## src/rtl/rgb_layer_mux.sv

```systemverilog
// Pixel output stage: fixed-priority layer compositing over a background colour,
// per-layer blinking from a frame counter, forced blanking, 2-stage registered pipeline.
module rgb_layer_mux #(
  parameter int unsigned COLOR_W      = 12,
  parameter int unsigned LAYERS       = 3,
  parameter int unsigned BLINK_FRAMES = 30
) (
  input  logic                        clk,
  input  logic                        reset,
  input  logic                        video_on,
  input  logic                        hsync_in,
  input  logic                        vsync_in,
  input  logic [LAYERS-1:0]           layer_on,
  input  logic [LAYERS*COLOR_W-1:0]   layer_rgb,
  input  logic [LAYERS-1:0]           blink_mask,
  input  logic [COLOR_W-1:0]          bg_rgb,
  input  logic                        force_black,
  output logic [COLOR_W-1:0]          rgb,
  output logic                        hsync_out,
  output logic                        vsync_out,
  output logic                        video_on_out,
  output logic                        blink_phase
);

  localparam int unsigned CNT_W = (BLINK_FRAMES > 1) ? $clog2(BLINK_FRAMES) : 1;
  localparam logic [CNT_W-1:0] CNT_MAX = CNT_W'(BLINK_FRAMES - 1);

  logic [CNT_W-1:0]   r_frame_cnt;
  logic               r_vsync_prev;
  logic               w_frame_edge;
  logic [LAYERS-1:0]  w_vis;
  logic [COLOR_W-1:0] w_sel;

  logic [COLOR_W-1:0] r_s1_rgb;
  logic               r_s1_video_on;
  logic               r_s1_force_black;
  logic               r_s1_hsync;
  logic               r_s1_vsync;

  assign w_frame_edge = r_vsync_prev & ~vsync_in;
  assign w_vis        = layer_on & (~blink_mask | {LAYERS{blink_phase}});

  // Lowest visible index wins: scan from the top so the last hit is the winner.
  always_comb begin
    w_sel = bg_rgb;
    for (int i = LAYERS - 1; i >= 0; i--) begin
      if (w_vis[i]) begin
        w_sel = layer_rgb[i*COLOR_W +: COLOR_W];
      end
    end
  end

  // Frame counter and blink phase, advanced once per vsync falling edge.
  always_ff @(posedge clk) begin
    if (reset) begin
      r_vsync_prev <= 1'b1;
      r_frame_cnt  <= '0;
      blink_phase  <= 1'b1;
    end else begin
      r_vsync_prev <= vsync_in;
      if (w_frame_edge) begin
        if (r_frame_cnt == CNT_MAX) begin
          r_frame_cnt <= '0;
          blink_phase <= ~blink_phase;
        end else begin
          r_frame_cnt <= r_frame_cnt + CNT_W'(1);
        end
      end
    end
  end

  // Stage 1: captured selection plus the controls it travels with.
  always_ff @(posedge clk) begin
    if (reset) begin
      r_s1_rgb         <= '0;
      r_s1_video_on    <= 1'b0;
      r_s1_force_black <= 1'b0;
      r_s1_hsync       <= 1'b1;
      r_s1_vsync       <= 1'b1;
    end else begin
      r_s1_rgb         <= w_sel;
      r_s1_video_on    <= video_on;
      r_s1_force_black <= force_black;
      r_s1_hsync       <= hsync_in;
      r_s1_vsync       <= vsync_in;
    end
  end

  // Stage 2: blanking overrides everything, including the background.
  always_ff @(posedge clk) begin
    if (reset) begin
      rgb          <= '0;
      hsync_out    <= 1'b1;
      vsync_out    <= 1'b1;
      video_on_out <= 1'b0;
    end else begin
      rgb          <= (r_s1_video_on && !r_s1_force_black) ? r_s1_rgb : '0;
      hsync_out    <= r_s1_hsync;
      vsync_out    <= r_s1_vsync;
      video_on_out <= r_s1_video_on;
    end
  end

endmodule

```

## config.mk

```make
export PLATFORM = sky130hd
export DESIGN_NAME = rgb_layer_mux
export DESIGN_NICKNAME = d
export VERILOG_FILES = /design/src/rtl/rgb_layer_mux.sv
export SDC_FILE = /design/constraint.sdc
export NUM_CORES = 1
export LEC_CHECK = 0
export ABC_CLOCK_PERIOD_IN_PS = 1300
export CELL_PAD_IN_SITES_DETAIL_PLACEMENT = 1
export CELL_PAD_IN_SITES_GLOBAL_PLACEMENT = 1
export CORE_UTILIZATION = 27
export CTS_BUF_LIST = sky130_fd_sc_hd__clkbuf_16
export CTS_CLUSTER_SIZE = 30
export DETAILED_ROUTE_END_ITERATION = 8
export PLACE_DENSITY = 0.72
export SYNTH_ARGS = -nofsm -noshare
export SYNTH_HDL_FRONTEND = slang
export SYNTH_SLANG_ARGS = --single-unit
```

## constraint.sdc

```tcl
create_clock -name clk -period 1.3 [get_ports clk]
set_input_delay 0.26 -clock clk [delete_from_list [all_inputs] [get_ports clk]]
set_output_delay 0.26 -clock clk [all_outputs]
set_load 0.02 [all_outputs]
```

[Yosys cells after proc, flatten, opt, wreduce, memory -nomap -nowiden]
Cells that the tools add are included.
Word-level totals
  register bits after elaboration: 37
  output and inout bits: 16
  word-level logic and storage cells: 28
Operators by class
  muxes and demuxes: 4
  reduce and logical (&&, ||, !) cells: 4
  add/subtract/negate cells: 1
  equality and inequality tests: 1
  bitwise gates (word level): 7
Operators with widths (number)
  12-bit two-way mux: 3
  5-bit by 1-bit adder with 5-bit output, second input constant: 1
  5-bit equality test, second input constant: 1
  5-bit two-way mux: 1
  3-bit AND: 1
  1-bit inverter: 3
  3-bit inverter: 1
  3-bit OR: 1
  2-bit AND reduction: 1
  2-bit OR reduction: 1
  1-bit AND: 1
  1-bit logical AND: 1
  1-bit zero test: 1

[Logic depth before layout (Yosys ltp)]
Gate-level depths: netlist (run 1).
  depth after elaboration: 6
  depth in mapped cells: 6
  mapped depth without buffers: 6

[Worst setup path before layout (run 1)]
Ideal clock, no wire load.
  path type: register -> register
  start: register r_frame_cnt[1]
  end: register r_frame_cnt[1]
  arrival time: 1136 ps
  path buffers: 0
  setup time: 86 ps
  clock period less this slack: 1222 ps
  cell stages (with the launch flop): 7
  path slack: 78 ps
  cell sequence: dfxtp_1 inv_1 ha_1 nand4_1 nor3b_2 or2_1 a211oi_1
Between the ends
  cells in the longest elaborated chain, start to end: 2
  elaborated cells between the ends (all ways): 3
  those cells by class: add/sub (1); eq/ne (1); mux (1)
RTL lines
  start, declared: line 28  | logic [CNT_W-1:0] r_frame_cnt;
  start signal, assigned: line 66  | r_frame_cnt <= r_frame_cnt + CNT_W'(1);
  5-bit by 1-bit adder with 5-bit output or 5-bit equality test (tied branches): line 66, 62
  5-bit two-way mux (*): line 62  | if (r_frame_cnt == CNT_MAX) begin
Mark *: on every way between the ends. The rest lies on a longest branch, timed or not.
A chain may end at the register's enable or synchronous reset.

[Final worst setup path (run 1)]
  start: input blink_mask[2]
  end: register r_s1_rgb[10]
Between the ends
  cells in the longest elaborated chain, start to end: 6
RTL lines
  start, declared: line 15  | input logic [LAYERS-1:0] blink_mask,
  3-bit inverter: line 41  | assign w_vis = layer_on & (~blink_mask | {LAYERS{blink_phase}});
  3-bit OR: line 41
  3-bit AND: line 41
  12-bit two-way mux (3 in a row): line 47  | if (w_vis[i]) begin
  end signal, assigned: line 81  | r_s1_rgb <= w_sel;
  end, declared: line 34  | logic [COLOR_W-1:0] r_s1_rgb;
Every way passes these cells.

==> impl_metrics.py, run 1 <==
metrics = {
    "synth": {
        "synth_area_mm2": 0.00175,
        "synthesis.area_per_instance_um2": 8.35,
        "yosys_register_bits": 37,
        "number_of_nets_produced_by_synthesis": 271,
        "yosys_warnings": 0,
        "ys_types": 27,
        "synth_ff_type": "sky130_fd_sc_hd__dfxtp_1",
        "syn-instance-count": 209,
        "synth_enable_flop_cells": 0,
        "synth-seq-area-share_pct": 42.4,
        "asyncSetResetFlopFracSynth_pct": 0,
        "yosysTopAreaCell": "sky130_fd_sc_hd__dfxtp_1",
        "synth_area_leaders": "sky130_fd_sc_hd__dfxtp_1 (42%), sky130_fd_sc_hd__nand2_1 (8.0%), sky130_fd_sc_hd__mux2i_1 (6.9%), sky130_fd_sc_hd__o221ai_1 (6.0%), sky130_fd_sc_hd__a31oi_1 (4.3%)",
        "post-synth-top-area-fraction_pct": 42.4,
    },
    "detailed_routing": {
        "antenna_violating_nets_left": 0,
        "detail_route.wl_per_cell_um": 14.2,
        "drt_pre_antenna_iters": 4,
        "post_drt_via_cell_ratio": 4.84,
        "finalWirelength_mm": 5.26,
        "vias_after_detailed_routing": 1790,
        "drc": 0,
        "drt_first_iter_violations": 53,
    },
    "cts": {
        "clock_sinks": 37,
        "cts_tree": "yes",
        "postCtsHoldBufs": 0,
        "clk_transition_reported_paths_ns": 0.06,
        "clock_buffer_count_from_cts": 5,
        "worst_skew_pair.late_latency_ns": 0.28,
        "clock_tree.htree_level_count": 2,
        "max-clock-path-buffers": 2,
        "cts-root-buf": "sky130_fd_sc_hd__clkbuf_16",
    },
    "worst_setup_path": {
        "depth_of_the_worst_register_to_register_path": 7,
        "timing.setup.critical_path_class": "in -> reg",
        "crit-reg2reg-capture": "blink_phase$_SDFFE_PP1P_",
        "required_time_of_the_worst_setup_path_ns": 1.46,
        "critical_path.reg2reg.startpoint": "r_frame_cnt[1]$_SDFFE_PP0P_",
        "critical_path.startpoint": "blink_mask[2]",
        "critPathArrivalTime_ns": 1.40,
        "end_kind": "flip-flop",
        "endpoint": "r_s1_rgb[10]$_SDFF_PP0_",
        "worstSetupStartpointType": "input pin",
        "r2r_slack_ns": 0.06,
        "critical_path_peak_fanout": 12,
    },
    "timing": {
        "slew_headroom_pct": 81.8,
        "timing_hold_violations_final": 0,
        "final.setup.worst_slack_ns": 0.0578,
        "final_setup_viols": 0,
        "worst_slew_pin_slew_ns": 0.273,
        "timing.clock.skew_ns": 0.00508,
        "min_period_over_period_pct": 95.6,
        "final.setup.tns_ns": 0,
        "final.hold.worst_slack_ns": 0.413,
        "layout_min_cycle_time_ns": 1.24,
        "maxClockFrequency_mhz": 805,
        "final_max_slew_viol_count": 0,
        "rsz0062_at_grt": "true",
    },
    "floorplanning": {
        "dieArea_mm2": 0.00679,
        "die-width_um": 82.4,
        "initial_utilization_pct": 28.8,
        "core_area_mm2": 0.00606,
        "design.portCount": 76,
        "fp_rows": 28,
        "chipHeight_um": 82.4,
    },
    "status": {
        "result_of_the_run": "complete, no violations",
    },
    "cells_and_area": {
        "antenna_cells_inserted": 0,
        "flow.area_growth_from_synthesis_pct": 63.7,
        "layout.cells.most_common": "sky130_fd_sc_hd__clkdlybuf4s50_1",
        "mostFrequentLayoutCells": "sky130_fd_sc_hd__clkdlybuf4s50_1 (58), sky130_fd_sc_hd__nand2_1 (37), sky130_fd_sc_hd__dfxtp_1 (34), sky130_fd_sc_hd__inv_1 (16), sky130_fd_sc_hd__dlygate4sd2_1 (16)",
        "multiInputGateArea_um2": 907,
        "fraction_of_final_layout_cells_sized_beyond_drive_strength_1_pct": 14.9,
        "regArea_um2": 747,
        "layout.filler_cells": 711,
        "final-instance-count-excl-fill": 370,
        "final_net_count": 356,
        "fin_area_mm2": 0.00286,
    },
    "global_routing": {
        "global_route.usage.met3_pct": 4.51,
        "grtUsageMet2_pct": 27.2,
        "grt_antenna_before_repair": 0,
        "grt_pass1_vias": 1741,
        "grt_usage_pct": 16.6,
        "grt_overflow": 0,
        "grt-busiest-layer": "met2",
        "globalRouteMet1Util_pct": 20.6,
        "grt_start_max_net_pins": 21,
        "global_route_wire_length_before_repair_mm": 8.22,
    },
    "placement": {
        "postPlaceCellArea_mm2": 0.00266,
        "placed_cells": 362,
        "numPortBuffers": 75,
        "hpwl_mm": 4.01,
        "dp_slack_ns": -0.517,
        "place.gp.congestion": 0.724,
    },
    "power_and_ir_drop": {
        "p_comb_share_pct": 17.0,
        "sw_frac_of_total_pct": 21.9,
        "power_report.internal_total_uw": 2400,
        "leakage_power_figure_uw": 0.00126,
        "pwrdens_mw_per_mm2": 1070,
        "power.net_switching_uw": 673,
        "power.clock.fraction_pct": 43.3,
        "seqPwrFrac_pct": 39.8,
        "max-vdd-ir-drop_mv": 0.674,
    },
    "flow_run": {
        "cap_viol_max_count": 0,
    },
    "hold_path": {
        "type_of_the_worst_min_delay_path": "reg -> reg",
    },
}
==> cell usage after synthesis, types with 4 or more instances <==
library cell                n
sky130_fd_sc_hd__o221ai_1  12
sky130_fd_sc_hd__and2_1    12
sky130_fd_sc_hd__or2_2      4
sky130_fd_sc_hd__mux2i_1   12
sky130_fd_sc_hd__a31oi_1   12
sky130_fd_sc_hd__dfxtp_1   37
sky130_fd_sc_hd__a21oi_1   12
sky130_fd_sc_hd__nor2_1     5
sky130_fd_sc_hd__buf_2      7
sky130_fd_sc_hd__clkbuf_1   6
sky130_fd_sc_hd__inv_1     16
sky130_fd_sc_hd__nor2b_1    4
sky130_fd_sc_hd__nand2_1   37
sky130_fd_sc_hd__o21ai_1   12
==> cell type report <==
class | instances | area share [%]
inverters | 16 | 2.10
flip-flops and latches | 37 | 26.1
well taps | 75 | 3.28
clock inverters | 3 | 1.31
repair buffers | 93 | 31.0
multi-input cells | 141 | 31.7
clock buffers | 5 | 4.38
==> worst max-delay path, cell delays in order <==
cell	delay [ns]
sky130_fd_sc_hd__clkdlybuf4s50_1	0.45
sky130_fd_sc_hd__inv_1	0.04
sky130_fd_sc_hd__o21ai_2	0.15
sky130_fd_sc_hd__buf_12	0.18
sky130_fd_sc_hd__mux2i_2	0.22
sky130_fd_sc_hd__o21ai_1	0.09
==> how the worst min path moves through the flow <==
stage | startpoint | to | slack, ns | cells after the start
global route | r_s1_hsync$_SDFF_PP1_ | hsync_out$_SDFF_PP1_ | 0.45 | 1
finish | r_s1_hsync$_SDFF_PP1_ | hsync_out$_SDFF_PP1_ | 0.41 | 1
detailed placement | r_s1_hsync$_SDFF_PP1_ | hsync_out$_SDFF_PP1_ | 0.40 | 1
CTS | r_s1_hsync$_SDFF_PP1_ | hsync_out$_SDFF_PP1_ | 0.41 | 1
global placement | r_s1_hsync$_SDFF_PP1_ | hsync_out$_SDFF_PP1_ | 0.39 | 1
floorplan | reset | video_on_out$_SDFF_PP0_ | 0.34 | 1
==> power groups by stage <==
stage	registers [uW]	clock network (uW)	logic, uW
after floorplan	1250	0	210
after global placement	1240	0	505
after detailed placement	1240	0	518
after CTS	1220	1350	516
after global routing	1230	1410	576
final	1220	1330	522
==> through the flow <==
| stage | util [%] | total power [uW] |
|---|---|---|
| floorplan | - | 1460 |
| global placement | 43.8 | 1740 |
| detailed placement | 43.8 | 1760 |
| CTS | 46.4 | 3090 |
| global route | 47.2 | 3220 |
| finish | 47.2 | 3070 |
==> logic make-up (layout without fill, tap and decap cells) <==
logic type / count (synthesis) / in the layout / synth area share, %
muxes: 12 / 12 / 6.88
adders and majority gates: 2 / 2 / 1.43
AOI/OAI and AO/OA: 51 / 51 / 18.4
xor gates and xnor gates: 5 / 5 / 2.51
and+or+nand+nor: 71 / 71 / 20.3
buffers and inverters: 31 / 117 / 8.03
DFF: 37 / 37 / 42.4
==> registers in the layout, summed over array words and instances, names as in the netlist <==
signal and cells:
r_s1_rgb 12, rgb 12, r_frame_cnt 5, blink_phase 1, hsync_out 1, r_s1_force_black 1, r_s1_hsync 1, r_s1_video_on 1
r_s1_vsync 1, video_on_out 1, vsync_out 1
==> routing by layer <==
metal  wire, um  vias to the layer above
met5          0                        -
li1           -                      881
met1       2320                      852
met2       2630                       53
met4         68                        0
met3        241                        4
==> what timing repair did <==
item                                    CTS  global route
setup buffers                             0             0
resized for setup                        23            13
pin swaps                                 3             0
endpoints found under the setup margin   32            30
(Power assumes the default switching activity.)
==> inputs of run 2 (changes only) <==
Settings changed: CAP_MARGIN set to 20.
==> results of run 2 <==
Same layout as run 1: the final DEF is identical, and so are final timing and power.
==> inputs of run 3 (changes only) <==
Settings changed: ABC_CLOCK_PERIOD_IN_PS 1300 to 1430, CORE_ASPECT_RATIO set to 1.25, CORE_UTILIZATION 27 to 32, PLACE_DENSITY 0.72 to 0.81, SLEW_MARGIN set to 20.
Clock period 1.3 ns to 1.43 ns, I/O delays scaled along.
==> impl_metrics.py, run 3 (synthesis gave the netlist of run 1 again) <==
metrics = {
    "cts": {
        "clock_buffer_count_from_cts": 5,
        "clock_sinks": 37,
        "max-clock-path-buffers": 2,
        "post_cts_buffers": 0,
        "clock_tree.htree_level_count": 2,
        "clk_transition_reported_paths_ns": 0.05,
        "cts-root-buf": "sky130_fd_sc_hd__clkbuf_16",
        "postCtsHoldBufs": 0,
        "cts_tree": "yes",
        "worst_skew_pair.late_latency_ns": 0.27,
    },
    "cells_and_area": {
        "antenna_cells_inserted": 0,
        "mostFrequentLayoutCells": "sky130_fd_sc_hd__clkdlybuf4s50_1 (58), sky130_fd_sc_hd__nand2_1 (37), sky130_fd_sc_hd__dfxtp_1 (37), sky130_fd_sc_hd__inv_1 (17), sky130_fd_sc_hd__dlygate4sd2_1 (16)",
        "biggestRegsByFlops": "r_s1_rgb (12), rgb (12), r_frame_cnt (5)",
        "layout.filler_cells": 624,
        "fraction_of_final_layout_cells_sized_beyond_drive_strength_1_pct": 9.97,
        "fin_util_pct": 53.7,
        "final_net_count": 353,
        "multiInputGateArea_um2": 871,
        "regArea_um2": 741,
        "flow.area_growth_from_synthesis_pct": 58.4,
        "layout.cells.most_common": "sky130_fd_sc_hd__clkdlybuf4s50_1",
    },
    "detailed_routing": {
        "drt_first_iter_violations": 46,
        "antenna_violating_nets_left": 0,
        "drc": 0,
        "detail_route.wl_per_cell_um": 14.5,
        "drt_pre_antenna_iters": 4,
        "finalWirelength_mm": 5.14,
        "post_drt_via_cell_ratio": 5.00,
        "vias_after_detailed_routing": 1765,
    },
    "timing": {
        "final_max_slew_viol_count": 0,
        "timing_hold_violations_final": 0,
        "min_period_over_period_pct": 92.3,
        "layout_min_cycle_time_ns": 1.32,
        "worst_slew_pin_slew_ns": 0.357,
        "slew_headroom_pct": 76.1,
        "rsz0062_at_grt": "false",
        "final.setup.worst_slack_ns": 0.109,
        "maxClockFrequency_mhz": 757,
        "final_setup_viols": 0,
        "final.setup.tns_ns": 0,
        "timing.clock.skew_ns": 0.00303,
    },
    "floorplanning": {
        "dieArea_mm2": 0.00576,
        "chipHeight_um": 84.6,
        "design.portCount": 76,
        "initial_utilization_pct": 33.9,
        "fp_rows": 29,
        "die-width_um": 68.1,
        "core_area_mm2": 0.00515,
    },
    "worst_setup_path": {
        "end_kind": "flip-flop",
        "timing.critical_path.max_delay_family": "simple AND/OR/NAND/NOR gates",
        "required_time_of_the_worst_setup_path_ns": 1.63,
        "max_stage_delay_ns": 0.36,
        "critical_path_buf_inv_count": 2,
        "critical_path_peak_fanout": 4,
        "critical_path_cell_by_cell": "inv_1 > ha_1 > nand4_1 > nor3b_2 > or2_1 > buf_4 > nor2_1",
        "critPathArrivalTime_ns": 1.53,
        "timing.setup.critical_path_class": "reg -> reg",
        "worstSetupStartpointType": "flip-flop",
        "crit_path_top_delay_cell": "sky130_fd_sc_hd__dfxtp_1",
    },
    "placement": {
        "numPortBuffers": 75,
        "hpwl_mm": 3.90,
        "place.gp.congestion": 0.826,
        "dp_slack_ns": -0.254,
    },
    "global_routing": {
        "grt_overflow": 0,
        "grt_antenna_before_repair": 0,
        "grt_usage_pct": 19.2,
        "global_route_wire_length_before_repair_mm": 8.34,
        "grt_pass1_vias": 1807,
        "grt_start_max_net_pins": 26,
    },
    "hold_path": {
        "type_of_the_worst_min_delay_path": "reg -> reg",
    },
    "power_and_ir_drop": {
        "power_report.internal_total_uw": 1990,
        "leakage_power_figure_uw": 0.00124,
        "max-vdd-ir-drop_mv": 0.400,
        "p_total_uw": 2570,
        "power.net_switching_uw": 577,
        "power.clock.fraction_pct": 38.3,
        "seqPwrFrac_pct": 43.3,
        "p_comb_share_pct": 18.4,
        "pwrdens_mw_per_mm2": 928,
        "sw_frac_of_total_pct": 22.5,
    },
    "flow_run": {
        "cap_viol_max_count": 0,
    },
    "status": {
        "result_of_the_run": "complete, no violations",
    },
}
run 3: cell types whose count changed in the layout (fill, tap and decap cells not counted), sizes merged:
cell | before | now
buf | 18 | 15
bufinv | 1 | 0
clkdlybuf4s15 | 1 | 0
dlymetal6s2s | 0 | 1
run 3: stage by stage:
stage               area (um2)  cells  hold WS [ns]
floorplan                 1750    209         0.365
global placement          2640    346         0.397
detailed placement        2640    346         0.411
CTS                       2760    353         0.430
global route              2770    353         0.449
finish                    2770    353         0.427
run 3: power groups by stage:
| stage | clock network [uW] | logic, uW | registers (uW) |
|---|---|---|---|
| 5_1_grt | 1040 | 521 | 1120 |
| 6_report | 983 | 473 | 1110 |
| 2_1_floorplan | 0 | 191 | 1140 |
| 3_5_place_dp | 0 | 480 | 1130 |
| 3_3_place_gp | 0 | 466 | 1130 |
| 4_1_cts | 997 | 477 | 1110 |
run 3: final cells by class:
type	count	area share, %
Timing Repair Buffer	90	31.9
Multi-Input combinational cell	141	31.5
Sequential cell	37	26.8
Clock buffer	5	4.52
Tap cell	62	2.81
Inverter	16	2.17
Clock inverter	2	0.271
run 3: final timing paths:
path	start	end	slack (ns)	depth (start not counted)
setup / recovery	r_frame_cnt[1]$_SDFFE_PP0P_	r_frame_cnt[2]$_SDFFE_PP0P_	0.11	7
hold / removal	r_s1_hsync$_SDFF_PP1_	hsync_out$_SDFF_PP1_	0.43	1
setup reg to reg	r_frame_cnt[1]$_SDFFE_PP0P_	r_frame_cnt[2]$_SDFFE_PP0P_	0.11	7
hold reg to reg	r_s1_hsync$_SDFF_PP1_	hsync_out$_SDFF_PP1_	0.43	1
run 3: per-layer routing:
layer | share of wire, % | global-route usage, % | wire length, um | up-vias
li1 | - | - | - | 871
met1 | 42 | 23.1 | 2160 | 827
met2 | 51 | 32.6 | 2620 | 57
met3 | 4.7 | 2.85 | 243 | 10
met4 | 2.1 | 8.52 | 108 | 0
met5 | 0 | 0 | 0 | -
run 3: what timing repair did:
item                                    CTS  global route
hold endpoints to repair                  0             0
endpoints found under the setup margin   22             2
resized for setup                        17             2
